### config.mk
export PLATFORM = sky130hd
export DESIGN_NAME = add_seq_ctrl
export DESIGN_NICKNAME = d
export VERILOG_FILES = /design/src/rtl/add_seq_pkg.sv /design/src/rtl/add8_slice.sv /design/src/rtl/add_seq_ctrl.sv
export SDC_FILE = /design/constraint.sdc
export NUM_CORES = 1
export LEC_CHECK = 0
export ABC_AREA = 1
export BUFFER_PORTS_ARGS = -buffer_cell sky130_fd_sc_hd__buf_2
export CAP_MARGIN = 20
export CORE_UTILIZATION = 55
export DETAILED_ROUTE_END_ITERATION = 7
export GPL_ROUTABILITY_DRIVEN = 0
export PLACE_DENSITY_LB_ADDON = 0.15
export RECOVER_POWER = 100
export SYNTH_ARGS = -nofsm -noshare
export SYNTH_HDL_FRONTEND = slang
export SYNTH_HIERARCHICAL = 1
export SYNTH_SLANG_ARGS = --single-unit
### constraint.sdc
create_clock -name clk -period 3.3 [get_ports clk]
set_input_delay 0.33 -clock clk [delete_from_list [all_inputs] [get_ports clk]]
set_output_delay 0.33 -clock clk [all_outputs]
set_load 0.05 [all_outputs]
### src/rtl/add_seq_pkg.sv
// ---------------------------------------------------------------------------
// add_seq_pkg
// Shared types and constants for the byte-serial adder controller.
//   state_t : controller FSM states (IDLE / BUSY / DONE)
//   BYTE_W  : width of the time-shared adder slice
// ---------------------------------------------------------------------------
package add_seq_pkg;

    localparam int BYTE_W = 8;

    typedef enum logic [1:0] {
        IDLE = 2'd0,
        BUSY = 2'd1,
        DONE = 2'd2
    } state_t;

endpackage

### src/rtl/add8_slice.sv
// ---------------------------------------------------------------------------
// add8_slice
// Combinational byte adder used once per cycle by add_seq_ctrl.
// Ports:
//   a8, b8 : operand bytes
//   ci     : carry into bit 0
//   s8     : sum byte
//   co     : carry out of bit 7
//   c7     : carry into bit 7 (co ^ c7 gives signed overflow on the top byte)
// ---------------------------------------------------------------------------
module add8_slice
    import add_seq_pkg::*;
(
    input  logic [BYTE_W-1:0] a8,
    input  logic [BYTE_W-1:0] b8,
    input  logic              ci,
    output logic [BYTE_W-1:0] s8,
    output logic              co,
    output logic              c7
);

    // Split the add at the MSB so the carry into bit 7 is visible.
    logic [BYTE_W-1:0] low_sum;
    logic [1:0]        top_sum;

    assign low_sum = {1'b0, a8[BYTE_W-2:0]} + {1'b0, b8[BYTE_W-2:0]}
                   + {{(BYTE_W-1){1'b0}}, ci};
    assign c7      = low_sum[BYTE_W-1];
    assign top_sum = {1'b0, a8[BYTE_W-1]} + {1'b0, b8[BYTE_W-1]} + {1'b0, c7};

    assign s8 = {top_sum[0], low_sum[BYTE_W-2:0]};
    assign co = top_sum[1];

endmodule

### src/rtl/add_seq_ctrl.sv
// ---------------------------------------------------------------------------
// add_seq_ctrl
// Byte-serial adder: one 8-bit slice processes one byte per cycle, LSB first.
// A request is accepted in IDLE, takes exactly NBYTES BUSY cycles, then the
// result is held in DONE until consumed. Build option ADD_SEQ_SUB_EN adds the
// op input (1 = subtract: a + ~b + 1, Cout=1 means no borrow).
// Ports:
//   clk, rst           : clock, asynchronous active-high reset
//   in_valid/in_ready  : request handshake (a, b, Cin, op)
//   out_valid/out_ready: result handshake (Sum, Cout, Ovf)
// ---------------------------------------------------------------------------
module add_seq_ctrl
    import add_seq_pkg::*;
#(
    parameter int NBYTES = 4
) (
    input  logic                     clk,
    input  logic                     rst,
    input  logic                     in_valid,
    output logic                     in_ready,
    input  logic [8*NBYTES-1:0]      a,
    input  logic [8*NBYTES-1:0]      b,
    input  logic                     Cin,
`ifdef ADD_SEQ_SUB_EN
    input  logic                     op,
`endif
    output logic                     out_valid,
    input  logic                     out_ready,
    output logic [8*NBYTES-1:0]      Sum,
    output logic                     Cout,
    output logic                     Ovf
);

    localparam int                IDX_W    = (NBYTES > 1) ? $clog2(NBYTES) : 1;
    localparam logic [IDX_W-1:0]  LAST_IDX = IDX_W'(NBYTES - 1);

    state_t                  state_reg, state_next;
    logic [IDX_W-1:0]        idx_reg;
    logic                    carry_reg;
    logic [8*NBYTES-1:0]     a_reg, b_reg;
    logic                    cout_reg, ovf_reg;

    logic [BYTE_W-1:0]       slice_a, slice_b, slice_s;
    logic                    slice_co, slice_c7;
    logic                    sub_sel;

`ifdef ADD_SEQ_SUB_EN
    assign sub_sel = op;
`else
    assign sub_sel = 1'b0;
`endif

    // ---------------- FSM ----------------
    always_ff @(posedge clk or posedge rst) begin
        if (rst) state_reg <= IDLE;
        else     state_reg <= state_next;
    end

    always_comb begin
        state_next = state_reg;
        in_ready   = 1'b0;
        out_valid  = 1'b0;
        case (state_reg)
            IDLE: begin
                in_ready = 1'b1;
                if (in_valid) state_next = BUSY;
            end
            BUSY: begin
                if (idx_reg == LAST_IDX) state_next = DONE;
            end
            DONE: begin
                out_valid = 1'b1;
                // Always return through IDLE, so a result consume and a new
                // accept can never share a cycle.
                if (out_ready) state_next = IDLE;
            end
            default: state_next = IDLE;
        endcase
    end

    // ---------------- byte select for the shared slice ----------------
    always_comb begin
        slice_a = '0;
        slice_b = '0;
        for (int i = 0; i < NBYTES; i++) begin
            if (idx_reg == IDX_W'(i)) begin
                slice_a = a_reg[i*BYTE_W +: BYTE_W];
                slice_b = b_reg[i*BYTE_W +: BYTE_W];
            end
        end
    end

    add8_slice u_slice (
        .a8 (slice_a),
        .b8 (slice_b),
        .ci (carry_reg),
        .s8 (slice_s),
        .co (slice_co),
        .c7 (slice_c7)
    );

    // ---------------- operand capture, carry chain, flags ----------------
    always_ff @(posedge clk or posedge rst) begin
        if (rst) begin
            idx_reg   <= '0;
            carry_reg <= 1'b0;
            a_reg     <= '0;
            b_reg     <= '0;
            cout_reg  <= 1'b0;
            ovf_reg   <= 1'b0;
        end else begin
            case (state_reg)
                IDLE: begin
                    if (in_valid) begin
                        a_reg     <= a;
                        // Subtract is a + ~b + 1; Cin is ignored then.
                        b_reg     <= sub_sel ? ~b : b;
                        carry_reg <= sub_sel ? 1'b1 : Cin;
                        idx_reg   <= '0;
                    end
                end
                BUSY: begin
                    carry_reg <= slice_co;
                    idx_reg   <= idx_reg + 1'b1;
                    if (idx_reg == LAST_IDX) begin
                        cout_reg <= slice_co;
                        ovf_reg  <= slice_co ^ slice_c7;
                    end
                end
                default: ;
            endcase
        end
    end

    // ---------------- per-byte result registers ----------------
    genvar gi;
    generate
        for (gi = 0; gi < NBYTES; gi++) begin : g_sum
            logic [BYTE_W-1:0] byte_reg;
            always_ff @(posedge clk or posedge rst) begin
                if (rst)
                    byte_reg <= '0;
                else if (state_reg == BUSY && idx_reg == IDX_W'(gi))
                    byte_reg <= slice_s;
            end
            assign Sum[gi*BYTE_W +: BYTE_W] = byte_reg;
        end
    endgenerate

    assign Cout = cout_reg;
    assign Ovf  = ovf_reg;

endmodule

==> results of run 1 <==
## synth_stat cells (all sizes together)
master / instances / area [um^2]
nor2: 9 / 41.3
clkbuf: 17 / 63.8
xor2: 1 / 8.76
nand4: 1 / 6.26
fa: 3 / 60.1
o31ai: 1 / 7.51
nand2: 260 / 986
a21oi: 35 / 175
or2: 1 / 6.26
buf: 22 / 106
nand3: 85 / 430
inv: 46 / 173
dfrtp: 103 / 2580
xnor2: 3 / 26.3
o21ai: 36 / 180
ha: 10 / 125
## worst max-delay path by stage
| stage | start | end | slack, ps |
|---|---|---|---|
| global route | idx_reg[1] | Ovf | 20 |
| detailed placement | idx_reg[1] | g_sum[1].byte_reg[7] | 200 |
| floorplan | rst | Cout | 270 |
| CTS | idx_reg[1] | g_sum[1].byte_reg[7] | 180 |
| global placement | idx_reg[1] | g_sum[3].byte_reg[7] | 350 |
| finish | idx_reg[1] | g_sum[1].byte_reg[7] | 200 |
## logic make-up after synthesis
group                    after synthesis
AND/OR/NAND/NOR                      356
flip-flops                           103
buffers and inverters                 85
AO/OA/AOI/OAI                         72
adder cells (fa/ha/maj)               13
XOR/XNOR                               4
## layout make-up
type | instances | area [um^2] | share of cell area, %
Clock buffer | 10 | 128 | 2.24
Clock inverter | 5 | 58.8 | 1.03
Inverter | 46 | 176 | 3.09
Multi-Input combinational cell | 445 | 2060 | 36.1
Sequential cell | 103 | 2580 | 45.2
Tap cell | 108 | 135 | 2.37
Timing Repair Buffer | 116 | 566 | 9.91
Timing Repair inverter | 1 | 7.51 | 0.132
## stage by stage
step	util, %	setup WS [ps]
floorplan	-	266
global placement	63.9	348
detailed placement	63.9	202
CTS	66.1	181
global route	65.4	15.6
finish	65.4	204
## layer usage
metal  vias to the layer above  share of wire (%)  track usage (%)
met5                         -                  0                0
met4                         0                1.5             7.81
met3                        22                5.4             4.68
met2                       158                 47             43.3
met1                      2073                 46             39.0
li1                       2173                  -                -
==> impl_metrics.csv, run 1 <==
group,metric,value,unit
sta,finalMaxSlewViolations,84,
clocking,clkTransAtPathRegs,100,ps
setup_path,regToRegStartpoint,"idx_reg[1]",
sta,finalCritPeriodShare,93.8,%
setup_path,start_kind,"flip-flop",
floorplan,die-area,0.00943,mm^2
floorplan,dieHeight,97.1,um
synthesis,yosysUniqueCellTypes,22,
routing,drtPass1Iterations,5,
layout,design_area,0.00571,mm^2
sta,relSlewSlack,-49.6,%
layout,antenna_cells,0,
clocking,clk_latency,370,ps
setup_path,crit_chain,"inv_1, ha_2, clkinvlp_4, nand3_1, nand2_1, nand2_1, nand2_1, ha_1, a21oi_1, o21ai_0, nor2_1, fa_1, inv_1, inv_1, o21ai_1",
setup_path,crit_type,"reg2reg",
layout,final_common_cell,"nand2_1",
placement,portBuffers,104,
layout,layout.nets,804,
sta,setup_violations,0,
sta,fin_crit,3100,ps
placement,dp.cells,818,
sta,tightest_slew,2240,ps
synthesis,synth-xor-area-share,0.704,%
synthesis,synth.yosys.seq_area_share,51.8,%
placement,placed_cell_area,0.00557,mm^2
clocking,hold_buffers,0,
sta,fmax,323,MHz
setup_path,rrSetupSlack,200,ps
setup_path,rr_endpoint,"g_sum[1].byte_reg[7]",
clocking,cts_resized,0,
routing,drt_wl_total,12.3,mm
synthesis,syn_area,0.00497,mm^2
global_routing,gr-usage-all-layers,27.3,%
synthesis,synthCells,633,
clocking,cts_setup_buffers,0,
setup_path,cp_num_buf_inv,4,
floorplan,io_pins,105,
layout,synthToLayoutAreaGrowth,14.7,%
worst_hold_path,whs_endpoint,"state_reg[1]",
synthesis,synthAdderAreaFrac,3.72,%
global_routing,grt_pass1_vias,4272,
routing,wl_per_cell,14.7,um
clocking,cts_tree,"built",
run,maxCapViolCount,2,
routing,vias,4426,
floorplan,core,0.00872,mm^2
synthesis,muxShareOfSynthArea,0,%
synthesis,synth_compound_area_share,7.30,%
clocking,cts_buffer_depth,2,
floorplan,die_w,97.1,um
global_routing,gr-total-overflow,0,
setup_path,cpPeakStageDelay,430,ps
synthesis,ys_seq_elements,103,
routing,drtIter0Drc,265,
routing,ant_nets,0,
sta,hold_viol_final,0,
routing,drc,0,
setup_path,path_delay_family,"adder cells",
sta,skew,14.5,ps
outcome,outcome,"finished with violations",
clocking,clockRootBuffer,"clkbuf_8",
layout,fill_cells,788,
setup_path,cp_slowest_cell,"dfrtp_1",
global_routing,antenna_found_initial,0,
sta,timing.hold.ws,156,ps
setup_path,r2r.worst_path.cells,15,
outcome,violations,"capacitance limit, slew limit",
placement,dp_hpwl,8.79,mm
setup_path,worstPathRequired,3590,ps
setup_path,critPathCaptureType,"flip-flop",
routing,viasPerCell,5.31,
global_routing,grt_pass1_wl,20.5,mm
worst_hold_path,hp-class,"in2reg",
floorplan,rows,34,
worst_hold_path,hold_depth,2,
worst_hold_path,worstHoldStart,"out_ready",
setup_path,arrival,3380,ps
global_routing,grt_max_degree,62,
sta,fin_setup_tns,0,ps
clocking,clock_sinks,103,
synthesis,synth_top_family_by_area,"simple AND/OR/NAND/NOR gates",
sta,rsz0062_at_grt,"no",
setup_path,cp_max_fo,11,
synthesis,syn_nets,715,
layout,final-instance-count-excl-fill,834,
synthesis,yosysWarningCount,6,
layout,final_cell_mix,"255 x nand2_1, 103 x dfrtp_1, 84 x nand3_1, 68 x buf_2, 43 x inv_1",
synthesis,synth-simple-area-share,29.6,%
synthesis,syn_avg_cell_area,7.86,um^2
clocking,cts_buffers,9,
layout,drive_above_1_share,14.6,%
setup_path,path_depth,15,
clocking,h-tree-depth,3,
floorplan,start_util,57.0,%
Power of run 1 is left out: the tool's default activity adds up to more than one toggle a clock period on the data nets, which glitch-free logic cannot reach.
==> run 2: changes to the inputs <==
--- a/config.mk
+++ b/config.mk
@@ -11,7 +11,7 @@
 export CORE_UTILIZATION = 55
 export DETAILED_ROUTE_END_ITERATION = 7
 export GPL_ROUTABILITY_DRIVEN = 0
-export PLACE_DENSITY_LB_ADDON = 0.15
+export PLACE_DENSITY = 0.8
 export RECOVER_POWER = 100
 export SYNTH_ARGS = -nofsm -noshare
 export SYNTH_HDL_FRONTEND = slang
==> run 2 against run 1 <==
- the run still ends with capacitance limit, slew limit left
- final cell count shrank 0.24%
- fmax barely moved
- final area about the same
- non-clock buffer count down 2
- via count up 1.1%
- clock skew down 4.4 ps
- worst hold slack is essentially flat
- clock-buffer cell count unchanged
- first-iteration DRC count increased by 7.2%
- die area stayed put
==> impl_metrics.csv, run 2 (same netlist as run 1, synthesis figures left out) <==
group,metric,value,unit
sta,hold_viol_final,0,
setup_path,r2r.worst_path.cells,18,
placement,dp_hpwl,8.48,mm
routing,drc,0,
layout,drive_above_1_share,14.6,%
clocking,clock_sinks,103,
global_routing,grt_max_degree,75,
run,maxCapViolCount,2,
layout,final_cell_mix,"256 x nand2_1, 103 x dfrtp_1, 84 x nand3_1, 68 x buf_2, 43 x inv_1",
floorplan,dieHeight,97.1,um
setup_path,regToRegStartpoint,"idx_reg[1]",
outcome,violations,"capacitance limit, slew limit",
sta,fin_crit,3090,ps
setup_path,cpPeakStageDelay,440,ps
clocking,clkTransAtPathRegs,100,ps
floorplan,die_w,97.1,um
sta,tightest_slew,2640,ps
floorplan,start_util,57.0,%
setup_path,arrival,3390,ps
global_routing,antenna_found_initial,0,
layout,antenna_cells,0,
sta,skew,10.1,ps
sta,finalCritPeriodShare,93.8,%
setup_path,crit_type,"reg2reg",
sta,relSlewSlack,-76.0,%
sta,finalMaxSlewViolations,123,
setup_path,path_delay_family,"adder cells",
routing,viasPerCell,5.38,
routing,ant_nets,0,
global_routing,gr-usage-all-layers,27.1,%
sta,setup_violations,0,
layout,fill_cells,775,
routing,wl_per_cell,14.4,um
setup_path,cp_num_buf_inv,5,
setup_path,rrSetupSlack,210,ps
setup_path,cp_common_cell,"nand2_1",
worst_hold_path,hp-class,"in2reg",
clocking,cts_buffers,9,
routing,vias,4474,
setup_path,crit_path_end,"g_sum[3].byte_reg[7]",
setup_path,cp_max_fo,16,
floorplan,die-area,0.00943,mm^2
outcome,outcome,"finished with violations",
clocking,clockRootBuffer,"clkbuf_8",
floorplan,io_pins,105,
layout,final_common_cell,"nand2_1",
setup_path,path_depth,18,
global_routing,grt_pass1_wl,20.5,mm
clocking,cts_tree,"built",
clocking,clk_latency,370,ps
setup_path,critPathCaptureType,"flip-flop",
placement,portBuffers,104,
setup_path,worstPathRequired,3600,ps
routing,drtIter0Drc,284,
setup_path,start_kind,"flip-flop",
layout,multi_input_area,0.00207,mm^2
routing,drtPass1Iterations,5,
floorplan,core,0.00872,mm^2
clocking,cts_buffer_depth,2,
global_routing,grt_pass1_vias,4297,
layout,layout.nets,801,
global_routing,gr-total-overflow,0,
sta,fmax,323,MHz
routing,drt_wl_total,11.9,mm
sta,fin_setup_tns,0,ps
layout,seq_area,0.00258,mm^2
setup_path,startpoint,"idx_reg[1]",
setup_path,rr_endpoint,"g_sum[3].byte_reg[7]",
clocking,h-tree-depth,3,
setup_path,cp_slowest_cell,"fa_1",
layout,synthToLayoutAreaGrowth,14.8,%
setup_path,crit_chain,"inv_1, ha_2, clkinvlp_4, buf_4, nand3_1, nand2_1, nand2_1, nand2_1, fa_1, nand2_1, nand2_1, nand3_2, nor2_1, nor2_1, fa_1, inv_1, inv_1, o21ai_1",
floorplan,rows,34,
-- run 2: cell types whose count changed in the layout (fill, tap and decap cells not counted), moves of 2 or more --
cell / change
clkinv_4: +3
clkinvlp_4: -3
ha_1: -2
ha_2: +2
o21ai_0: -24
o21ai_1: +24
-- run 2: worst min-delay path by stage --
| stage | start | end | slack [ps] | depth (start not counted) |
|---|---|---|---|---|
| final | out_ready | state_reg[1] | 160 | 2 |
| after global routing | out_ready | state_reg[1] | 150 | 2 |
| after CTS | out_ready | state_reg[1] | 140 | 2 |
| after detailed placement | a_reg[19] | a_reg[19] | 460 | 2 |
| after global placement | a_reg[29] | a_reg[29] | 460 | 2 |
| after floorplan | out_ready | state_reg[1] | 430 | 1 |
-- run 2: cell type report --
| class | instances | share of cell area [%] |
|---|---|---|
| sequential | 103 | 45.2 |
| multi-input combinational | 445 | 36.2 |
| timing repair buffer | 114 | 9.40 |
| inverter | 46 | 3.09 |
| clock buffer | 10 | 2.41 |
| tap | 108 | 2.37 |
| clock inverter | 6 | 1.34 |
-- run 2: metrics by stage --
step	util [%]	setup slack, ps	cells	hold WS, ps	area, um^2
2_1_floorplan	-	266	633	426	4970
3_3_place_gp	63.5	311	815	457	5540
3_5_place_dp	63.5	135	815	459	5540
4_1_cts	66.0	98.5	831	143	5750
5_1_grt	65.5	-28.4	832	145	5710
6_report	65.5	205	832	157	5710
-- run 2: routing by layer --
layer	GRT usage, %	vias to the layer above	routed length (um)
met3	4.17	30	807
met2	43.1	190	5590
met1	37.6	2068	5230
met5	0	-	0
li1	-	2186	-
met4	10.8	0	318
-- run 2: timing repair --
action | 4_1_cts | 5_1_grt
setup endpoints to repair | 0 | 8
gates resized for setup | 0 | 4
hold buffers | 0 | 0
buffers inserted | 0 | 1
Power of run 2 is left out for the same reason.
